### config.mk
export PLATFORM = sky130hd
export DESIGN_NAME = oht_multi
export DESIGN_NICKNAME = d
export VERILOG_FILES = /design/src/rtl/oht_multi.sv
export SDC_FILE = /design/constraint.sdc
export NUM_CORES = 1
export LEC_CHECK = 0
export BUFFER_PORTS_ARGS = -buffer_cell sky130_fd_sc_hd__buf_2
export CORE_UTILIZATION = 49
export CTS_BUF_LIST = sky130_fd_sc_hd__clkbuf_2 sky130_fd_sc_hd__clkbuf_4 sky130_fd_sc_hd__clkbuf_8
export DETAILED_ROUTE_END_ITERATION = 6
export PLACE_DENSITY = 0.69
export SYNTH_ARGS = -nofsm -noshare
export SYNTH_HDL_FRONTEND = slang
export SYNTH_SLANG_ARGS = --single-unit
### constraint.sdc
create_clock -name clk -period 5.5 [get_ports clk]
set_input_delay 0.275 -clock clk [delete_from_list [all_inputs] [get_ports clk]]
set_output_delay 0.275 -clock clk [all_outputs]
set_load 0.1 [all_outputs]
### src/rtl/oht_multi.sv
// Multi-channel online health test: per-channel repetition-count and adaptive-proportion
// tests with bidirectional p/n trim steering, validity and sticky failure reporting.
module oht_multi #(
    parameter int N_CH     = 4,
    parameter int CAL_W    = 6,
    parameter int WIN      = 1024,
    parameter int RCT_CUT  = 8,
    parameter int APT_LO   = 460,
    parameter int APT_HI   = 562,
    parameter int GOOD_REQ = 2
) (
    input  logic                      clk,
    input  logic                      rst,
    input  logic [N_CH-1:0]           bit_in,
    input  logic                      bit_vld,
    input  logic                      debug_mode,
    input  logic [$clog2(N_CH)-1:0]   dbg_sel,
    input  logic [2*CAL_W-1:0]        dbg_cal,
    output logic [N_CH*CAL_W-1:0]     cal_n,
    output logic [N_CH*CAL_W-1:0]     cal_p,
    output logic [N_CH-1:0]           valid,
    output logic [N_CH-1:0]           perm_fail,
    output logic                      any_valid
);
    localparam int ONES_W = $clog2(WIN) + 1;
    localparam int SAMP_W = $clog2(WIN);
    localparam int RUN_W  = $clog2(RCT_CUT + 1);
    localparam int GOOD_W = $clog2(GOOD_REQ + 1);
    localparam int SEL_W  = $clog2(N_CH);

    localparam logic [CAL_W:0]      CAL_MAX   = {1'b0, {CAL_W{1'b1}}};
    localparam logic [ONES_W-1:0]   TH_P3     = ONES_W'(WIN / 8);
    localparam logic [ONES_W-1:0]   TH_P2     = ONES_W'(WIN / 4);
    localparam logic [ONES_W-1:0]   TH_P1     = ONES_W'(APT_LO);
    localparam logic [ONES_W-1:0]   TH_HI     = ONES_W'(APT_HI);
    localparam logic [ONES_W-1:0]   TH_N1     = ONES_W'(3 * WIN / 4);
    localparam logic [ONES_W-1:0]   TH_N2     = ONES_W'(7 * WIN / 8);
    localparam logic [SAMP_W-1:0]   SAMP_LAST = SAMP_W'(WIN - 1);
    localparam logic [RUN_W-1:0]    RUN_TRIP  = RUN_W'(RCT_CUT);
    localparam logic [GOOD_W-1:0]   GOOD_LAST = GOOD_W'(GOOD_REQ - 1);

    typedef enum logic [1:0] {CAL, OK, FAIL} state_t;

    for (genvar i = 0; i < N_CH; i++) begin : g_ch
        state_t             state, state_nx;
        logic [RUN_W-1:0]   run, run_nx, run_inc;
        logic               last, last_nx;
        logic [ONES_W-1:0]  ones, ones_nx, ones_inc;
        logic [SAMP_W-1:0]  samp, samp_nx;
        logic [GOOD_W-1:0]  good, good_nx;
        logic [CAL_W-1:0]   trim_n, trim_p, trim_n_nx, trim_p_nx;
        logic               adj_req, adj_to_n;
        logic [1:0]         adj_step;
        logic [CAL_W:0]     tgt, opp, step_ext;

        always_ff @(posedge clk) begin
            if (rst) begin
                state  <= CAL;
                run    <= '0;
                last   <= 1'b0;
                ones   <= '0;
                samp   <= '0;
                good   <= '0;
                trim_n <= '0;
                trim_p <= '0;
            end else begin
                state  <= state_nx;
                run    <= run_nx;
                last   <= last_nx;
                ones   <= ones_nx;
                samp   <= samp_nx;
                good   <= good_nx;
                trim_n <= trim_n_nx;
                trim_p <= trim_p_nx;
            end
        end

        // An RCT trip pre-empts a coinciding window end, so only one adjust is ever requested.
        always_comb begin
            state_nx  = state;
            run_nx    = run;
            last_nx   = last;
            ones_nx   = ones;
            samp_nx   = samp;
            good_nx   = good;
            trim_n_nx = trim_n;
            trim_p_nx = trim_p;
            run_inc   = '0;
            ones_inc  = '0;
            adj_req   = 1'b0;
            adj_to_n  = 1'b0;
            adj_step  = '0;
            tgt       = '0;
            opp       = '0;
            step_ext  = '0;
            if (bit_vld && state != FAIL) begin
                run_inc  = (run != '0 && bit_in[i] == last) ? run + RUN_W'(1) : RUN_W'(1);
                ones_inc = ones + ONES_W'(bit_in[i]);
                last_nx  = bit_in[i];
                if (run_inc >= RUN_TRIP) begin
                    run_nx   = '0;
                    ones_nx  = '0;
                    samp_nx  = '0;
                    good_nx  = '0;
                    state_nx = CAL;
                    adj_req  = 1'b1;
                    adj_to_n = bit_in[i];
                    adj_step = 2'd3;
                end else begin
                    run_nx = run_inc;
                    if (samp == SAMP_LAST) begin
                        ones_nx = '0;
                        samp_nx = '0;
                        if (ones_inc < TH_P3) begin
                            adj_req = 1'b1; adj_to_n = 1'b0; adj_step = 2'd3;
                        end else if (ones_inc < TH_P2) begin
                            adj_req = 1'b1; adj_to_n = 1'b0; adj_step = 2'd2;
                        end else if (ones_inc < TH_P1) begin
                            adj_req = 1'b1; adj_to_n = 1'b0; adj_step = 2'd1;
                        end else if (ones_inc <= TH_HI) begin
                            adj_req = 1'b0;
                        end else if (ones_inc < TH_N1) begin
                            adj_req = 1'b1; adj_to_n = 1'b1; adj_step = 2'd1;
                        end else if (ones_inc < TH_N2) begin
                            adj_req = 1'b1; adj_to_n = 1'b1; adj_step = 2'd2;
                        end else begin
                            adj_req = 1'b1; adj_to_n = 1'b1; adj_step = 2'd3;
                        end
                        if (adj_req) begin
                            good_nx  = '0;
                            state_nx = CAL;
                        end else if (state == CAL) begin
                            if (good == GOOD_LAST) begin
                                good_nx  = '0;
                                state_nx = OK;
                            end else begin
                                good_nx = good + GOOD_W'(1);
                            end
                        end
                    end else begin
                        ones_nx = ones_inc;
                        samp_nx = samp + SAMP_W'(1);
                    end
                end
                // A saturated target is compensated by backing off the opposite trim instead.
                if (adj_req) begin
                    step_ext = (CAL_W + 1)'(adj_step);
                    tgt = adj_to_n ? {1'b0, trim_n} : {1'b0, trim_p};
                    opp = adj_to_n ? {1'b0, trim_p} : {1'b0, trim_n};
                    if (tgt != CAL_MAX) begin
                        tgt = (tgt + step_ext > CAL_MAX) ? CAL_MAX : tgt + step_ext;
                        if (adj_to_n) trim_n_nx = tgt[CAL_W-1:0];
                        else          trim_p_nx = tgt[CAL_W-1:0];
                    end else if (opp != '0) begin
                        opp = (opp > step_ext) ? opp - step_ext : '0;
                        if (adj_to_n) trim_p_nx = opp[CAL_W-1:0];
                        else          trim_n_nx = opp[CAL_W-1:0];
                    end else begin
                        state_nx = FAIL;
                    end
                end
            end
            if (debug_mode && dbg_sel == SEL_W'(i)) begin
                trim_n_nx = dbg_cal[2*CAL_W-1:CAL_W];
                trim_p_nx = dbg_cal[CAL_W-1:0];
            end
        end

        assign cal_n[i*CAL_W +: CAL_W] = trim_n;
        assign cal_p[i*CAL_W +: CAL_W] = trim_p;
        assign valid[i]                = (state == OK);
        assign perm_fail[i]            = (state == FAIL);
    end

    assign any_valid = |valid;

endmodule

==> flow_summary.toml <==
[yosys]
ys_seq_area_share_pct = 26.04
synth-seq-cells = 168
synth_edf_count = 0
synth_top_area_cell = "dfxtp_1"
synthArstFlopShare_pct = 0
syn_avg_cell_area_sq_um = 7.536
synth_cell_types = 100
synth_cells = 1714
synth_ff_type = "dfxtp_1"
ys_top_cells_by_area = "dfxtp_1 (26%), nor2_1 (6.2%), nand2_1 (4.8%)"
ys_warn_count = 0
synth.top_cell.area_share_pct = 26.04
synth_nets = 1780
syn-cell-area_sq_um = 12920

[run_status]
status = "completed"

[grt]
grt_antenna_before_repair = 0
grt-ovfl-total = 0
grt_max_degree = 80
grt_usage_pct = 25.27
grt_pass1_wl_mm = 56.03
grt_pass1_vias = 11340

[worst_setup_path]
crit_chain = "ha_1 -> ha_1 -> and4_1 -> nand4_1 -> xnor2_2 -> a21oi_1 -> o211ai_1 -> nand2_2 -> mux2i_1 -> ha_1 -> fa_1 -> a21oi_1 -> nor2_1 -> nand3_1 -> o21ai_1 -> a2111oi_1 -> a2111oi_1 -> a2111oi_2"
r2r_end = "g_ch[1].trim_n[4]"
cp.required_ps = 5850
cp_data_arrival_time_ps = 5270
critical-path-max-stage-delay_ps = 550
crit_top_cell = "ha_1"
critPathMaxFanout = 19
cp-end-kind = "flip-flop"
rrSetupSlack_ps = 570
critical_path_class = "flip-flop to flip-flop"
reg2reg_from = "g_ch[1].ones[0]"
startpoint_type = "flip-flop"
reg2reg_depth = 18
crit_slowest_cell = "ha_1"

[clock_network]
clk_pin_slew_ps = 100
holdBufCountCts = 0
cts_buffer_depth = 2
ctsRootBufferMaster = "clkbuf_8"
cts_made_buffers = 17
cts_sinks = 168
htreeDepth = 4
post_cts_buffers = 0
post_cts_resized = 0
clk_latency_ps = 460
cts_tree = "built"

[timing]
tightest_slew_ps = 1046
fin_crit_ps = 4925
finalHoldViolations = 0
rsz0062_at_grt = "false"
max_slew_margin_pct = 29.76
finalMaxSlewViolations = 0
finalCritPeriodShare_pct = 89.55
setup_violations = 0
skew_ps = 20.29
max_freq_mhz = 203.0
fin_setup_tns_ps = 0

[floorplanning]
ios = 79
coreArea_sq_um = 25980
die_area_sq_um = 27010
die_h_um = 164.4
die_w_um = 164.4
rows = 59
initial_core_util_pct = 49.71

[layout]
area_growth_pct = 5.425
fin_util_pct = 52.40
antennaDiodeCount = 0
n_fill_cell = 2511
layout.nets = 1756
drive_gt1_share_pct = 9.395

[detailed_routing]
drtIter0Drc = 960
post_drt_wl_per_cell_um = 16.74
viasPerCell = 6.078
drc = 0
drt-pass1-iter-count = 5
wirelength_mm = 34.11
vias = 12390
drtAntennaViolNets = 0

[pwr]
p_sw_mw = 0.8233
pwr-share-comb_pct = 13.6
p_int_mw = 1.782
ir_drop_uv = 141.9
p_leak_nw = 5.255
power.share.switching_pct = 31.60
clockPowerShare_pct = 36.7
seqPwrFrac_pct = 49.7
p_per_area_nw_per_um2 = 191.3

[job]
maxCapViolCount = 0

[placement]
place.detailed.hpwl_mm = 24.28
port_buffers = 78
place_congestion = 0.9176

[min_path]
hold_depth = 3
hp-class = "primary input to flip-flop"
worstHoldStart = "bit_in[2]"
min_to = "g_ch[2].last"
==> layout by cell type, fill, tap and decap left out, drive strengths merged, types with 14 or more instances in the layout <==
cell	instances
nor2	215
dfxtp	168
nand2	166
a21oi	110
o21ai	91
buf	83
nand3	78
xor2	60
inv	49
xnor2	48
mux2i	46
nor3	41
ha	36
nand4	34
and2	31
a31oi	29
and3	28
nor4	24
nand2b	23
mux2	20
nor3b	19
clkbuf	19
nand3b	17
a211oi	16
nor2b	15
a22oi	15
or3	14
==> per-stage QoR <==
step                worst slack, ps  hold slack, ps  std cells  power [mW]  instance area (sq um)
detailed placement            561.8           452.2       2006       1.674                  13200
global placement              683.0           443.2       2006       1.669                  13200
CTS                           609.8           70.36       2038       2.631                  13620
finish                        574.9           92.90       2038       2.605                  13620
floorplan                      1023           411.0       1714       1.587                  12920
global route                  8.114           80.76       2038       2.714                  13620
==> power groups by stage <==
stage	registers, mW	clock network (mW)	logic (mW)
after floorplan	1.39	0	0.195
after global placement	1.32	0	0.350
after detailed placement	1.32	0	0.354
after CTS	1.29	0.984	0.355
after global routing	1.30	1.03	0.388
final	1.29	0.956	0.355
==> sequential cells by signal, indices dropped and copies added (netlist names) <==
| signal | flops |
|---|---|
| g_ch.ones | 44 |
| g_ch.samp | 40 |
| g_ch.state | 8 |
| g_ch.good | 8 |
| g_ch.trim_n | 24 |
| g_ch.last | 4 |
| g_ch.run | 16 |
| g_ch.trim_p | 24 |
==> area by class of cell <==
type                            instances  area [sq um]  area share [%]
Clock buffer                           19         255.2           1.874
Clock inverter                         13         160.2           1.176
Inverter                               43         161.4           1.185
Multi-Input combinational cell       1377          8827           64.83
Sequential cell                       168          3363           24.70
Tap cell                              335         419.2           3.078
Timing Repair Buffer                   83         430.4           3.161
==> synthesized netlist by cell type (all sizes together) (9+ instances only) <==
| library cell | count |
|---|---|
| nand4 | 34 |
| buf | 38 |
| nand2b | 23 |
| nand3 | 78 |
| mux2 | 20 |
| and4 | 10 |
| o21ai | 91 |
| o22ai | 13 |
| a21oi | 110 |
| nand2 | 166 |
| nor3 | 41 |
| xnor2 | 48 |
| or2 | 9 |
| nor3b | 19 |
| and2 | 31 |
| dfxtp | 168 |
| clkbuf | 88 |
| nor2b | 15 |
| nand4b | 9 |
| nor4 | 24 |
| a22oi | 15 |
| nor2 | 215 |
| and3 | 28 |
| mux2i | 46 |
| or3 | 14 |
| inv | 43 |
| a21o | 13 |
| ha | 36 |
| xor2 | 60 |
| o31ai | 10 |
| a31oi | 29 |
| nand3b | 17 |
| a211oi | 16 |
==> cells by family (layout without fill, tap and decap cells) <==
logic type	after synthesis	count (layout)	share of synthesized area (%)
simple gates	751	751	29.24
mux	68	68	5.783
flops	168	168	26.04
buf+inv	169	158	5.618
compound gates	406	406	21.21
xor+xnor	108	108	7.382
fa+ha+maj	44	44	4.727
==> layer usage <==
layer | up-vias | track usage (%) | wire length, um
met2 | 327 | 42.44 | 16100
met4 | 0 | 8.460 | 860
met3 | 64 | 4.394 | 1681
met5 | - | 0 | 0
met1 | 5832 | 32.52 | 15460
li1 | 6164 | - | -
==> critical path, delay by kind of cell (launching register included) <==
family                     cells  cell delay [ps]
AOI/OAI and AO/OA              7             1480
xor gates and xnor gates       1              300
adders and majority gates      4             1510
DFF                            1              340
muxes                          1              200
and+or+nand+nor                5              970
==> how the worst max path moves through the flow <==
| stage | startpoint | endpoint | slack [ps] |
|---|---|---|---|
| 2_1_floorplan | g_ch[0].ones[0] | g_ch[0].trim_n[4] | 1020 |
| 3_3_place_gp | bit_in[1] | g_ch[1].trim_n[4] | 680 |
| 3_5_place_dp | bit_in[1] | g_ch[1].trim_n[4] | 560 |
| 4_1_cts | g_ch[1].ones[0] | g_ch[1].trim_n[4] | 610 |
| 5_1_grt | g_ch[1].ones[0] | g_ch[1].trim_p[4] | 8 |
| 6_report | g_ch[1].ones[0] | g_ch[1].trim_n[4] | 570 |
Note: power is estimated with default switching activity, not from simulation.
